File: config.mk
export PLATFORM = sky130hd
export DESIGN_NAME = float_hist_ctrl
export DESIGN_NICKNAME = d
export VERILOG_FILES = /design/src/rtl/float_hist_ctrl.sv
export SDC_FILE = /design/constraint.sdc
export NUM_CORES = 1
export LEC_CHECK = 0
export BUFFER_PORTS_ARGS = -buffer_cell sky130_fd_sc_hd__buf_2
export CAP_MARGIN = 5
export CORE_UTILIZATION = 40
export CTS_BUF_LIST = sky130_fd_sc_hd__clkbuf_16
export DETAILED_ROUTE_END_ITERATION = 7
export PLACE_DENSITY = 0.68
export SLEW_MARGIN = 15
export SYNTH_ARGS = -nofsm -noshare
export SYNTH_HDL_FRONTEND = slang
export SYNTH_SLANG_ARGS = --single-unit
File: constraint.sdc
create_clock -name clk -period 8.1 [get_ports clk]
set_clock_uncertainty 0.15 [all_clocks]
set_input_delay 1.215 -clock clk [delete_from_list [all_inputs] [get_ports clk]]
set_output_delay 1.215 -clock clk [all_outputs]
set_load 0.03 [all_outputs]
File: src/rtl/float_hist_ctrl.sv
// float_hist_ctrl: time-shares one 16-bit to 11-bit float converter between
// the DQ (FLOATA) and SR (FLOATB) conversions of a G.726 sample and shifts the
// results into the predictor history registers DQ1..DQ6 and SR1..SR2.
module float_hist_ctrl (
  input  logic        clk,
  input  logic        reset,
  input  logic        start,
  input  logic [15:0] DQ,
  input  logic [15:0] SR,
  output logic        busy,
  output logic        done,
  output logic        ovr,
  output logic [10:0] DQ1,
  output logic [10:0] DQ2,
  output logic [10:0] DQ3,
  output logic [10:0] DQ4,
  output logic [10:0] DQ5,
  output logic [10:0] DQ6,
  output logic [10:0] SR1,
  output logic [10:0] SR2
);

  // +0 with MANT 32: the value the predictor histories start from
  localparam logic [10:0] HIST_RESET = 11'h020;

  typedef enum logic [1:0] {
    IDLE,
    CONV_DQ,
    CONV_SR,
    UPDATE
  } state_t;

  state_t state;
  state_t next_state;

  // Sample captured at the start edge; DQ/SR need not stay valid afterwards
  logic [15:0] dq_hold;
  logic [15:0] sr_hold;

  // Converted results waiting for the history shift
  logic [10:0] dq_f;
  logic [10:0] sr_f;

  // FSM control strobes
  logic load_hold;
  logic load_dq_f;
  logic load_sr_f;
  logic shift_hist;
  logic sel_sr;
  logic overrun;

  // Shared converter datapath
  logic        conv_sign;
  logic [14:0] conv_mag;
  logic [14:0] sr_neg_mag;
  logic [3:0]  conv_exp;
  logic [5:0]  conv_mant;
  logic [10:0] conv_out;

  // Sequencer state register
  always_ff @(posedge clk) begin
    if (reset) begin
      state <= IDLE;
    end else begin
      state <= next_state;
    end
  end

  // Next-state and strobe decode; a start outside IDLE only flags overrun
  always_comb begin
    next_state = state;
    load_hold  = 1'b0;
    load_dq_f  = 1'b0;
    load_sr_f  = 1'b0;
    shift_hist = 1'b0;
    sel_sr     = 1'b0;
    overrun    = 1'b0;
    case (state)
      IDLE: begin
        if (start) begin
          load_hold  = 1'b1;
          next_state = CONV_DQ;
        end
      end
      CONV_DQ: begin
        load_dq_f  = 1'b1;
        overrun    = start;
        next_state = CONV_SR;
      end
      CONV_SR: begin
        sel_sr     = 1'b1;
        load_sr_f  = 1'b1;
        overrun    = start;
        next_state = UPDATE;
      end
      UPDATE: begin
        shift_hist = 1'b1;
        overrun    = start;
        next_state = IDLE;
      end
      default: begin
        next_state = IDLE;
      end
    endcase
  end

  // Magnitude of a negative SR, reduced to 15 bits (-32768 folds to 0)
  assign sr_neg_mag = 15'd0 - sr_hold[14:0];

  // Select sign and magnitude for whichever operand is being converted
  always_comb begin
    if (sel_sr) begin
      conv_sign = sr_hold[15];
      conv_mag  = sr_hold[15] ? sr_neg_mag : sr_hold[14:0];
    end else begin
      conv_sign = dq_hold[15];
      conv_mag  = dq_hold[14:0];
    end
  end

  // Exponent is one more than the position of the leading one
  always_comb begin
    conv_exp = 4'd0;
    for (int i = 0; i < 15; i++) begin
      if (conv_mag[i]) begin
        conv_exp = i[3:0] + 4'd1;
      end
    end
  end

  // Normalize to a 6-bit mantissa by truncation; zero maps to MANT 32
  always_comb begin
    if (conv_mag == 15'd0) begin
      conv_mant = 6'd32;
    end else begin
      conv_mant = 6'(({conv_mag, 6'b000000}) >> conv_exp);
    end
    conv_out = {conv_sign, conv_exp, conv_mant};
  end

  // Capture the incoming sample only when a new one is accepted
  always_ff @(posedge clk) begin
    if (reset) begin
      dq_hold <= '0;
      sr_hold <= '0;
    end else if (load_hold) begin
      dq_hold <= DQ;
      sr_hold <= SR;
    end
  end

  // Park each converter result until the history update
  always_ff @(posedge clk) begin
    if (reset) begin
      dq_f <= '0;
      sr_f <= '0;
    end else begin
      if (load_dq_f) begin
        dq_f <= conv_out;
      end
      if (load_sr_f) begin
        sr_f <= conv_out;
      end
    end
  end

  // Shift the new floats into the predictor delay lines, newest first
  always_ff @(posedge clk) begin
    if (reset) begin
      DQ1 <= HIST_RESET;
      DQ2 <= HIST_RESET;
      DQ3 <= HIST_RESET;
      DQ4 <= HIST_RESET;
      DQ5 <= HIST_RESET;
      DQ6 <= HIST_RESET;
      SR1 <= HIST_RESET;
      SR2 <= HIST_RESET;
    end else if (shift_hist) begin
      DQ6 <= DQ5;
      DQ5 <= DQ4;
      DQ4 <= DQ3;
      DQ3 <= DQ2;
      DQ2 <= DQ1;
      DQ1 <= dq_f;
      SR2 <= SR1;
      SR1 <= sr_f;
    end
  end

  // Registered status: busy follows the next state, done marks the update
  always_ff @(posedge clk) begin
    if (reset) begin
      busy <= 1'b0;
      done <= 1'b0;
      ovr  <= 1'b0;
    end else begin
      busy <= (next_state != IDLE);
      done <= shift_hist;
      ovr  <= ovr | overrun;
    end
  end

endmodule

Yosys cells after proc, flatten, opt, wreduce, memory -nomap -nowiden
Cells that the tools add are included.
{ "totals": {"ff_bits": 147, "latch_bits": 0, "ramBits": 0, "romBits": 0, "inputBits": 35, "output_inout_bits": 91, "word_cells": 53, "n_memories": 0} }
{ "op_classes": {"n_addsub": 1, "n_mul": 0, "div": 0, "magnitude_cmp": 0, "eq_ne": 3, "shifts": 1, "mux": 27, "bitwise_logic": 1, "reduce_logical": 4} }
{ "ops": {"columns": ["operator", "count"], "rows": [
  ["two-way mux 4 bit", 14],
  ["two-way mux 15 bit", 2],
  ["right shift 21 x 4 -> 6 bit", 1],
  ["logical NOT 15 bit", 1],
  ["subtractor 1 x 15 -> 15 bit (first input constant)", 1],
  ["two-way mux 1 bit", 8],
  ["one-hot mux 2 bit (4 select lines)", 1],
  ["two-way mux 6 bit", 1],
  ["equality test 2 bit (second input constant)", 2],
  ["OR reduction 3 bit", 1],
  ["equality test 2 x 1 -> 1 bit (second input constant)", 1],
  ["logical NOT 2 bit", 1],
  ["two-way mux 2 bit", 1],
  ["nonzero test 2 bit", 1],
  ["bitwise OR 1 bit", 1]
]} }

Depth between registers and ports, before layout
Gate-level depths: netlist of run 1.
{ "depth": {"word_depth": 20, "depth_mapped": 15, "depth_no_buf": 12} }

Least setup slack after synthesis of run 1
No wires, ideal clock.
{ "synth_path": {"kind": "register to register", "start": "register state[0]", "end": "register dq_f[4]", "setup_ps": 91, "t_arrival_ps": 3079, "t_required_ps": 7859, "path_slack_ps": 4781, "stages_incl_launch_ff": 14, "n_path_buf": 1, "period_less_slack_ps": 3319, "cell_sequence": "dfxtp_1 > inv_1 > ha_1 > clkbuf_1 > and3b_1 > a311o_1 > a311oi_2 > o211ai_1 > a31o_1 > a31o_4 > or3_4 > a211oi_2 > nor3_1 > a311oi_1"} }
{ "synth_between": {"elab_chain_cells": 20, "elab_cells_between_ends": 23, "cone_classes": "eq/ne: 2; shift: 1; mux: 19; reduce/logical: 1"} }
{ "synth_rtl": {"columns": ["element", "line", "source"], "rows": [
  ["start: declaration", "33", "state_t state;"],
  ["start signal: assignment", "65", "state <= next_state;"],
  ["equality test 2 bit", "78", "case (state)"],
  ["two-way mux 1 bit", "78", null],
  ["two-way mux 15 bit", "112", "if (sel_sr) begin"],
  ["two-way mux 1 bit", "125", "if (conv_mag[i]) begin"],
  ["two-way mux 4 bit (14 in a row)", "125", null],
  ["right shift 21 x 4 -> 6 bit", "136", "conv_mant = 6'(({conv_mag, 6'b000000}) >> conv_exp);"],
  ["two-way mux 6 bit", "133", "if (conv_mag == 15'd0) begin"],
  ["end signal: assignment", "159", "dq_f <= conv_out;"],
  ["end: declaration", "41", "logic [10:0] dq_f;"]
]} }
Parallel ways exist; a longest one is shown, timed or not.
A chain may end at the register's enable or synchronous reset.

Worst setup path after layout of run 1
{ "layout_path": {"start": "register state[0]", "end": "register sr_f[0]"} }
{ "layout_between": {"elab_chain_cells": 20, "elab_cells_between_ends": 21, "cone_classes": "eq/ne: 1; shift: 1; mux: 18; reduce/logical: 1"} }
{ "layout_rtl": {"columns": ["element", "line", "source"], "rows": [
  ["equality test 2 bit (*)", "78", null],
  ["two-way mux 1 bit (*)", "78", null],
  ["two-way mux 15 bit", "112", null],
  ["two-way mux 1 bit", "125", null],
  ["two-way mux 4 bit (14 in a row)", "125", null],
  ["right shift 21 x 4 -> 6 bit", "136", null],
  ["two-way mux 6 bit", "133", null],
  ["end signal: assignment", "162", "sr_f <= conv_out;"],
  ["end: declaration", "42", "logic [10:0] sr_f;"]
]} }
Every way passes the cells marked *; elsewhere a longest branch is shown, timed or not.

==> summary.md, run 1 <==
| Metric | Value |
|---|---|
| Run status | `finished clean` |
| Unrepaired setup endpoints after global routing | `no` |
| CTS tree | `done` |
| Grt peak-use layer | `met2` |
| Initial Util | `40.9%` |
| Total gr overflow | `0` |
| Nets | `between 800 and 900` |
| Total GRT Usage | `between 10% and 20%` |
| Number of flops mapped to enable cells by yosys | `0` |
| Die width | `132 um` |
| # hold bufs at CTS | `0` |
| Endpoints failing setup | `0` |
| WHS Path Cells | `2` |
| CTS buffer count | `17` |
| Most frequent cell after synthesis | `dfxtp_1` |
| Row Count | `47` |
| Post-cts resize count | `0` |
| CP Class | `flip-flop to flip-flop` |
| Vias in the first global route | `between 5000 and 6000` |
| Setup repair bufs after CTS | `0` |
| Die area | `17400 um2` |
| Dominant cell type by area after synthesis | `dfxtp_1` |
| Crit path DAT | `between 4 and 5 ns` |
| Fmax achieved | `roughly 230 MHz` |
| Top cells by count, synth | `147 x dfxtp_1, 121 x nor2_1, 91 x nand2_1` |
| Top FF cell, synth | `dfxtp_1` |
| Die Span Y | `132 um` |
| H-tree depth | `4` |
| Detailed-router iteration count before antenna repair | `5` |
| Hold Crit Start | `dq_hold[7]$_SDFFE_PP0P_` |
| CP Capture Type | `flip-flop` |
| Final Power | `~2.8 mW` |
| Rel. slew slack | `roughly 28%` |
| Fin crit share | `a little over half` |
| Synth top area share | `43.6%` |
| Least-Margin Pin Slew | `between 1 and 1.5 ns` |
| R2R depth | `12` |
| Final Util | `between 40% and 50%` |
| Async SR Flop Fraction | `0%` |
| Power Density | `between 300 and 400 nW/um2` |
| CP required | `between 8 and 9 ns` |
| Share of cells above drive strength 1 | `approximately 22%` |
| Area Growth Syn to Fin | `19.4%` |
| Initial antenna violation count | `0` |
| Ys Warns | `0` |
| Io pins | `about 130` |
| Clock tree buffer depth | `2` |
| Final Hold Vio Count | `0` |
| First-pass GRT wire length | `between 20000 and 30000 um` |
| Via density | `between 5 and 6` |
| Final worst path period need | `4.44 ns` |
| Max Cap Viol | `0` |
| DR WL/cell | `14.3 um` |
| Initial DRC Count | `246` |
| Routed wire length | `~16000 um` |
| I/O Buffers | `around 130` |
| Met2 Use GR | `roughly 28%` |
| Worst Hold Class | `flip-flop to flip-flop` |
| # DRC | `0` |
| Leakage power | `about 3.2 nW` |
| Clk root buf | `clkbuf_16` |
| Mapped Avg Cell Area | `8.87 um2` |
| Synthesized flop and latch total | `roughly 150` |
| Routing usage on met3 | `under 10%` |
| Cells after Synth | `762` |
| Mapped cell area | `about 6800 um2` |
| Max VDD drop | `~0.00021 V` |
| Final Max Tran Viols | `0` |
| Core Region | `about 17000 um2` |
| Syn_nets | `roughly 800` |
| Sink Count | `147` |
| Fill cells | `around 1600` |
| Vias post-DR | `approximately 5700` |
| Worst-skew pair later-pin latency | `0.42 ns` |
| ANT cells | `0` |
| Clk slew on worst S/H paths | `0.06 ns` |
| Setup crit start kind | `flip-flop` |
| Post-DRT Antenna Nets | `0` |
| Met1 Usage GRT | `between 20% and 30%` |
| Synth cell types | `between 70 and 80` |
| Total Neg Setup Slack | `0 ns` |
| Synth top area cells | `dfxtp_1 44%, mux2i_1 13%, nor2_1 6.7%, nand2_1 5.1%, a21oi_1 3.1%` |
| Worst Path Max Fanout | `53` |
| FF-to-FF Start | `state[0]$_SDFF_PP0_` |
| Hpwl dp | `approximately 11000 um` |
| Register area share after synthesis | `43.6%` |
| Largest net degree at the start of global routing | `a little over 100` |
| FF-to-FF setup slack | `3.66 ns` |
| GPL Wtd Cong | `slightly below 0.9` |
| Worst reg2reg endpoint | `sr_f[0]$_SDFFE_PP0N_` |
| Sink of the worst hold path | `dq_hold[7]$_SDFFE_PP0P_` |
[worst max-delay path by stage]
| stage | start | endpoint | slack (ns) | depth (start not counted) |
|---|---|---|---|---|
| 2_1_floorplan | state[0]$_SDFF_PP0_ | dq_f[4]$_SDFFE_PP0N_ | 4.78 | 13 |
| 3_3_place_gp | state[0]$_SDFF_PP0_ | dq_f[0]$_SDFFE_PP0N_ | 3.85 | 12 |
| 3_5_place_dp | state[0]$_SDFF_PP0_ | dq_f[0]$_SDFFE_PP0N_ | 3.66 | 12 |
| 4_1_cts | state[0]$_SDFF_PP0_ | dq_f[0]$_SDFFE_PP0N_ | 3.64 | 12 |
| 5_1_grt | state[0]$_SDFF_PP0_ | dq_f[0]$_SDFFE_PP0N_ | 3.32 | 12 |
| 6_report | state[0]$_SDFF_PP0_ | sr_f[0]$_SDFFE_PP0N_ | 3.66 | 12 |
[cell usage in the layout, fill, tap and decap left out, types with 8 or more instances in the layout]
master,netlist,final
dfxtp_1,147,147
buf_2,9,124
nor2_1,121,121
nand2_1,91,91
mux2i_1,89,89
a21oi_1,42,42
a211oi_1,18,18
inv_1,17,17
clkbuf_16,0,17
nor2b_1,15,15
nor3_1,12,12
o211ai_1,9,9
o21ai_0,8,8
a211o_1,8,8
[cell type report]
cell class                      instances  area, um2  share of cell area, %
Inverter                               17       63.8                  0.791
Tap cell                              220        275                   3.41
Multi-Input combinational cell        542       3520                   43.7
Timing Repair Buffer                  127        643                   7.98
Clock inverter                         15        193                   2.39
Clock buffer                           17        425                   5.28
Sequential cell                       147       2940                   36.5
[sequential cells by signal, indices dropped and copies added, names as in the netlist, 2 cells and up]
register  flops
dq_hold      16
sr_hold      16
DQ1          11
DQ2          11
DQ3          11
DQ4          11
DQ5          11
DQ6          11
SR1          11
SR2          11
dq_f         11
sr_f         11
state         2
[worst max-delay path, stage by stage (launching register included)]
cell and delay, ns:
dfxtp_1 0.36, inv_1 0.15, ha_2 0.82, inv_1 0.31
a221o_1 0.47, or2_2 0.31, nand3_1 0.08, a31oi_1 0.12
o21ai_1 0.69, or3_4 0.26, o211ai_1 0.08, a211oi_1 0.34
a211oi_1 0.12
[per-stage QoR]
stage	setup WS (ns)	area, um2	cells	hold WS [ns]
finish	3.66	8060	1085	0.304
global route	3.32	8060	1085	0.312
detailed placement	3.66	7440	1053	0.295
CTS	3.64	8060	1085	0.304
global placement	3.85	7440	1053	0.293
floorplan	4.78	6760	762	0.282
[per-layer routing]
metal | share of wire, % | vias up
li1 | - | 2859
met1 | 48 | 2628
met2 | 45 | 173
met3 | 4.9 | 23
met4 | 1.8 | 0
met5 | 0 | -
[cells by family (layout without fill, tap and decap cells)]
logic type	Yosys count	after routing	share of synthesized area, %
DFF	147	147	43.6
xor gates and xnor gates	4	4	0.519
buffers and inverters	73	176	4.56
AOI/OAI and AO/OA	142	142	15.5
muxes	93	93	13.9
and+or+nand+nor	296	296	20.7
adders and majority gates	7	7	1.30
[report_power, final]
part           internal, mW  switching (mW)
Clock                 0.469           0.333
Sequential            0.815          0.0875
Combinational         0.412           0.711
Power figures use the tool's default switching activity.
==> run 2, diff against run 1 <==
--- a/config.mk
+++ b/config.mk
@@ -10,7 +10,7 @@
 export CORE_UTILIZATION = 40
 export CTS_BUF_LIST = sky130_fd_sc_hd__clkbuf_16
 export DETAILED_ROUTE_END_ITERATION = 7
-export PLACE_DENSITY = 0.68
+export PLACE_DENSITY = 0.7
 export SLEW_MARGIN = 15
 export SYNTH_ARGS = -nofsm -noshare
 export SYNTH_HDL_FRONTEND = slang
==> constraint.sdc (replaced) <==
create_clock -name clk -period 3.88 [get_ports clk]
set_clock_uncertainty 0.15 [all_clocks]
set_input_delay 0.582 -clock clk [delete_from_list [all_inputs] [get_ports clk]]
set_output_delay 0.582 -clock clk [all_outputs]
set_load 0.03 [all_outputs]
==> run 2 against run 1 <==
  * Global-route usage up 0.82 points
  * Via count up 0.65%
  * Wire length up 3.5%
  * Count of clock-buffer cells in the layout unchanged
  * Utilization up 0.61 points
  * Maximum frequency up 24%
  * Critical path type unchanged
  * First-iteration DRC count up 5.3%
  * Combinational power up 120%
  * Worst setup slack worse by 3.4 ns
==> summary.md, run 2 (same netlist as run 1, synthesis figures left out) <==
| Metric | Value |
|---|---|
| Share of cells above drive strength 1 | `23.4%` |
| Logic pwr share | `a little over two fifths` |
| Post-DRT Antenna Nets | `0` |
| # hold bufs at CTS | `0` |
| Most frequent cells in the layout | `147 x dfxtp_1, 124 x buf_2, 121 x nor2_1` |
| Multi-input logic area | `around 3500 um2` |
| Worst setup path start | `state[0]$_SDFF_PP0_` |
| CTS buffer count | `17` |
| Clock network power share | `a little over a quarter` |
| Setup ws final | `just under 0.3 ns` |
| Final worst path period need | `roughly 3.6 ns` |
| Sw power | `between 2 and 2.5 mW` |
| Final Power | `around 6 mW` |
| Via density | `between 5 and 6` |
| Sink Count | `between 100 and 150` |
| Final Max Tran Viols | `0` |
| Post-Place Cell Area | `7590 um2` |
| Nets | `between 900 and 1000` |
| Fill cells | `1584` |
| Endpoints failing setup | `0` |
| Die area | `between 15000 and 20000 um2` |
| Hpwl dp | `roughly 11000 um` |
| First-pass GRT wire length | `26600 um` |
| Top Registers | `dq_hold x16, sr_hold x16` |
| CP required | `~4 ns` |
| Unrepaired setup endpoints after global routing | `no` |
| CTS tree | `done` |
| DP Worst Slack | `around 0.29 ns` |
| Fin crit share | `just over 90%` |
| Die Span Y | `roughly 130 um` |
| DR WL/cell | `roughly 15 um` |
| Die width | `between 100 and 150 um` |
| Fmax achieved | `~280 MHz` |
| Finished Cell Area | `just over 8000 um2` |
| H-tree depth | `4` |
| P_int | `3.56 mW` |
| Io pins | `126` |
| Final Hold Vio Count | `0` |
| Sequential share of power | `a little under a third` |
| Setup repair bufs after CTS | `0` |
| Detailed-router iteration count before antenna repair | `5` |
| Total Neg Setup Slack | `0 ns` |
| Worst-skew pair later-pin latency | `roughly 0.42 ns` |
| Leakage power | `roughly 3.3 nW` |
| Hold Crit Start | `SR[12]` |
| GPL Wtd Cong | `0.911` |
| Initial DRC Count | `around 260` |
| Area Growth Syn to Fin | `20.9%` |
| Vias post-DR | `approximately 5700` |
| Crit path DAT | `approximately 3.8 ns` |
| Total GRT Usage | `approximately a fifth` |
| # DRC | `0` |
| Rel. slew slack | `29.8%` |
| Routed wire length | `about 16000 um` |
| Max Cap Viol | `0` |
| Net Sw Frac | `between 30% and 40%` |
| Fin Hold WS | `0.238 ns` |
| I/O Buffers | `between 100 and 150` |
| Setup crit start kind | `flip-flop` |
| Total gr overflow | `0` |
| Clk slew on worst S/H paths | `0.06 ns` |
| CP Capture Type | `flip-flop` |
| Clk root buf | `clkbuf_16` |
| Max VDD drop | `approximately 0.0005 V` |
| Least-Margin Pin Slew | `about 1.1 ns` |
| Power Density | `roughly 730 nW/um2` |
| Initial Util | `approximately two fifths` |
| Core Region | `approximately 17000 um2` |
| Row Count | `47` |
| Register Area | `around 3000 um2` |
| ANT cells | `0` |
| Post-cts resize count | `0` |
| FF-to-FF Start | `state[0]$_SDFF_PP0_` |
| Initial antenna violation count | `0` |
| Run status | `finished clean` |
| CP Class | `flip-flop to flip-flop` |
| Worst Hold Class | `input port to flip-flop` |
| Commonest non-fill, non-tap cell in the layout | `dfxtp_1` |
| Clock tree buffer depth | `2` |
| Vias in the first global route | `around 5300` |
| Worst Path Max Fanout | `17` |
| Largest net degree at the start of global routing | `90` |
-- run 2: power groups by stage --
| stage | logic [mW] | registers (mW) | clock network [mW] |
|---|---|---|---|
| CTS | 2.47 | 1.88 | 1.62 |
| global route | 2.74 | 1.90 | 1.69 |
| floorplan | 1.87 | 1.89 | 0 |
| detailed placement | 2.46 | 1.91 | 0 |
| global placement | 2.46 | 1.90 | 0 |
| finish | 2.48 | 1.88 | 1.58 |
-- run 2: stage by stage --
stage,instances,util (%)
3_3_place_gp,1069,45.9
4_1_cts,1101,49.4
3_5_place_dp,1069,45.9
2_1_floorplan,762,-
6_report,1101,49.4
5_1_grt,1101,49.4
-- run 2: metal layers --
layer | wire [um] | track usage [%]
met1 | 7500 | 24.2
met2 | 7460 | 30.4
met3 | 799 | 4.31
met4 | 315 | 8.07
met5 | 0 | 0
-- run 2: layout make-up --
| type | count | area share [%] |
|---|---|---|
| inverter | 17 | 0.782 |
| timing repair buffer | 143 | 9.66 |
| multi-input combinational | 542 | 43.1 |
| clock inverter | 15 | 1.82 |
| clock buffer | 17 | 5.21 |
| sequential | 147 | 36.0 |
| tap | 220 | 3.37 |
-- run 2: worst paths after layout --
| path | slack (ns) | endpoint | cells past startpoint |
|---|---|---|---|
| setup / recovery | 0.29 | sr_f[4]$_SDFFE_PP0N_ | 13 |
| hold / removal | 0.24 | sr_hold[12]$_SDFFE_PP0P_ | 3 |
| setup reg to reg | 0.29 | sr_f[4]$_SDFFE_PP0N_ | 13 |
| hold reg to reg | 0.30 | dq_hold[7]$_SDFFE_PP0P_ | 2 |
-- run 2: worst max-delay path, cell delays in order, from the launching register on --
cell and delay, ns:
dfxtp_1 0.43, inv_1 0.13, ha_2 0.31, buf_4 0.20, and3_1 0.18, a211oi_2 0.37
nand3_2 0.15, a21o_4 0.27, nand2_1 0.20, o21ai_1 0.14, or3_4 0.39, a211oi_2 0.21
nor3_1 0.09, a311oi_1 0.26
==> run 3, diff against run 2 <==
--- a/config.mk
+++ b/config.mk
@@ -7,10 +7,11 @@
 export LEC_CHECK = 0
 export BUFFER_PORTS_ARGS = -buffer_cell sky130_fd_sc_hd__buf_2
 export CAP_MARGIN = 5
-export CORE_UTILIZATION = 40
-export CTS_BUF_LIST = sky130_fd_sc_hd__clkbuf_16
+export CORE_UTILIZATION = 50
+export CTS_BUF_LIST = sky130_fd_sc_hd__clkbuf_4
 export DETAILED_ROUTE_END_ITERATION = 7
-export PLACE_DENSITY = 0.7
+export PLACE_DENSITY = 0.83
+export RECOVER_POWER = 50
 export SLEW_MARGIN = 15
 export SYNTH_ARGS = -nofsm -noshare
 export SYNTH_HDL_FRONTEND = slang
==> run 3 against run 2 <==
  * Critical path depth shrank 1
  * Clock power down 39%
  * Maximum frequency shrank 2.5%
  * Sequential power barely moved
  * Critical path type unchanged
  * Highest routed layer unchanged
  * Worst setup slack worse by 0.093 ns
  * Sequential share of layout area rose by 2.2 points
  * Die area shrank 20%
==> summary.md, run 3 (same netlist as run 1, synthesis figures left out) <==
| Metric | Value |
|---|---|
| Die Span Y | `~120 um` |
| FF-to-FF Start | `sr_hold[1]$_SDFFE_PP0P_` |
| CP Class | `flip-flop to flip-flop` |
| Fin crit share | `a little over nine tenths` |
| Vias in the first global route | `roughly 5300` |
| Endpoints failing setup | `0` |
| Sequential share of power | `between 30% and 40%` |
| Multi-input logic area | `roughly 3500 um2` |
| Sink of the worst hold path | `dq_hold[0]$_SDFFE_PP0P_` |
| Core Region | `between 10000 and 15000 um2` |
| Setup ws final | `~0.20 ns` |
| R2R depth | `12` |
| CP required | `~4.1 ns` |
| Unrepaired setup endpoints after global routing | `no` |
| Vias post-DR | `about 5700` |
| ANT cells | `0` |
| Detailed-router iteration count before antenna repair | `5` |
| Share of cells above drive strength 1 | `roughly an eighth` |
| Power Density | `690 nW/um2` |
| Hold Crit Start | `DQ[0]` |
| Hpwl dp | `11200 um` |
| Initial antenna violation count | `0` |
| Die area | `about 14000 um2` |
| Final Max Tran Viols | `0` |
| I/O Buffers | `~130` |
| Total GRT Usage | `around 23%` |
| Worst Hold Class | `input port to flip-flop` |
| FF-to-FF setup slack | `about 0.20 ns` |
| Area Growth Syn to Fin | `13.8%` |
| Non-Filler Instances | `roughly 1100` |
| Final Hold Vio Count | `0` |
| Row Count | `between 40 and 50` |
| Setup repair bufs after CTS | `0` |
| Worst Path Max Fanout | `8` |
| Die width | `around 120 um` |
| Net Sw Frac | `a little over two fifths` |
| Post-DRT Antenna Nets | `0` |
| Routed wire length | `about 16000 um` |
| Register Area | `2940 um2` |
| Fmax achieved | `272 MHz` |
| Total Neg Setup Slack | `0 ns` |
| DR WL/cell | `14.9 um` |
| Via density | `about 5.4` |
| Nets | `between 900 and 1000` |
| Sink Count | `approximately 150` |
| Initial DRC Count | `337` |
| DP Worst Slack | `around 0.19 ns` |
| Run status | `finished clean` |
| Max Cap Viol | `0` |
| Logic pwr share | `a little under half` |
| Io pins | `approximately 130` |
| Clock network power share | `between 10% and 20%` |
| Clock tree buffer depth | `2` |
| Clk root buf | `clkbuf_4` |
| Sw power | `2.25 mW` |
| H-tree depth | `4` |
| Leakage power | `between 2 and 3 nW` |
| Worst reg2reg endpoint | `dq_f[0]$_SDFFE_PP0N_` |
| P_int | `around 3.1 mW` |
| Fill cells | `about 1200` |
| Worst-skew pair later-pin latency | `about 0.55 ns` |
| Final worst path period need | `approximately 3.7 ns` |
| # DRC | `0` |
| Max VDD drop | `0.000402 V` |
| Placed insts | `1024` |
| Total gr overflow | `0` |
| GPL Wtd Cong | `between 0.9 and 1` |
| First-pass GRT wire length | `~26000 um` |
| Most frequent cells in the layout | `147 x dfxtp_1, 121 x nor2_1, 91 x nand2_1` |
| Clk slew on worst S/H paths | `0.14 ns` |
| Crit path DAT | `3.93 ns` |
| CP Capture Type | `flip-flop` |
| CTS tree | `done` |
| Rel. slew slack | `between 10% and 20%` |
| Least-Margin Pin Slew | `between 1 and 1.5 ns` |
| Commonest non-fill, non-tap cell in the layout | `dfxtp_1` |
| Largest net degree at the start of global routing | `107` |
| Initial Util | `about half` |
| Setup crit start kind | `flip-flop` |
| WHS Path Cells | `3` |
| Top Registers | `dq_hold x16, sr_hold x16` |
| CTS buffer count | `17` |
run 3: cell count changes in the layout (fill, tap and decap cells not counted), moves of 2 or more:
| cell | previous run | this run |
|---|---|---|
| buf_2 | 124 | 35 |
| clkbuf_1 | 0 | 89 |
| clkbuf_16 | 17 | 0 |
| clkbuf_4 | 0 | 19 |
| inv_8 | 3 | 1 |
run 3: routing by layer:
metal  part of all wire (%)  vias to the layer above  wire, um  track usage [%]
met5                      0                        -         0                0
met4                    2.0                        0       316             9.62
met3                    4.8                       31       759             5.31
met2                     47                      170      7330             37.3
met1                     46                     2649      7270             28.6
li1                       -                     2887         -                -
run 3: cell type report:
class	instances	area share, %
clock buffers	18	1.76
clock inverters	13	1.94
inverters	17	0.830
flip-flops and latches	147	38.3
repair buffers	142	8.54
multi-input cells	542	45.8
well taps	176	2.86
run 3: timing repair:
action                     CTS  global route
resized for setup            0             2
hold buffers                 0             0
setup endpoints to repair    0             8
run 3: worst max-delay path by stage:
| stage | startpoint | end | slack (ns) |
|---|---|---|---|
| 2_1_floorplan | state[0]$_SDFF_PP0_ | dq_f[4]$_SDFFE_PP0N_ | 0.56 |
| 3_3_place_gp | state[0]$_SDFF_PP0_ | dq_f[4]$_SDFFE_PP0N_ | 0.25 |
| 3_5_place_dp | state[0]$_SDFF_PP0_ | dq_f[0]$_SDFFE_PP0N_ | 0.19 |
| 4_1_cts | state[0]$_SDFF_PP0_ | dq_f[0]$_SDFFE_PP0N_ | 0.14 |
| 5_1_grt | sr_hold[1]$_SDFFE_PP0P_ | dq_f[1]$_SDFFE_PP0N_ | 0.02 |
| 6_report | sr_hold[1]$_SDFFE_PP0P_ | dq_f[0]$_SDFFE_PP0N_ | 0.20 |
run 3: stage by stage:
stage          instance area (um2)  hold slack (ns)  total power, mW  utilization (%)
2_1_floorplan                 6760            0.282             3.76                -
3_3_place_gp                  7530            0.292             4.34             57.1
3_5_place_dp                  7530            0.297             4.35             57.1
4_1_cts                       7810           0.0493             5.32             59.2
5_1_grt                       7690           0.0510             5.68             58.3
6_report                      7690           0.0917             5.31             58.3
run 3: power by group through the flow:
stage | clock [mW] | combinational [mW] | sequential, mW
floorplan | 0 | 1.87 | 1.89
global placement | 0 | 2.45 | 1.90
detailed placement | 0 | 2.45 | 1.90
CTS | 1.00 | 2.45 | 1.87
global route | 1.05 | 2.73 | 1.90
finish | 0.971 | 2.47 | 1.87
run 3: critical path, cell delays in order (launching register included):
cell and delay [ns]:
dfxtp_1 0.40, inv_1 0.08, ha_1 0.29, or4b_4 0.51
o2111ai_2 0.18, nor3b_4 0.34, nand2_1 0.16, and3_1 0.22
or3b_2 0.46, o21ai_0 0.16, o22ai_1 0.15, a211oi_1 0.32
a211oi_1 0.12
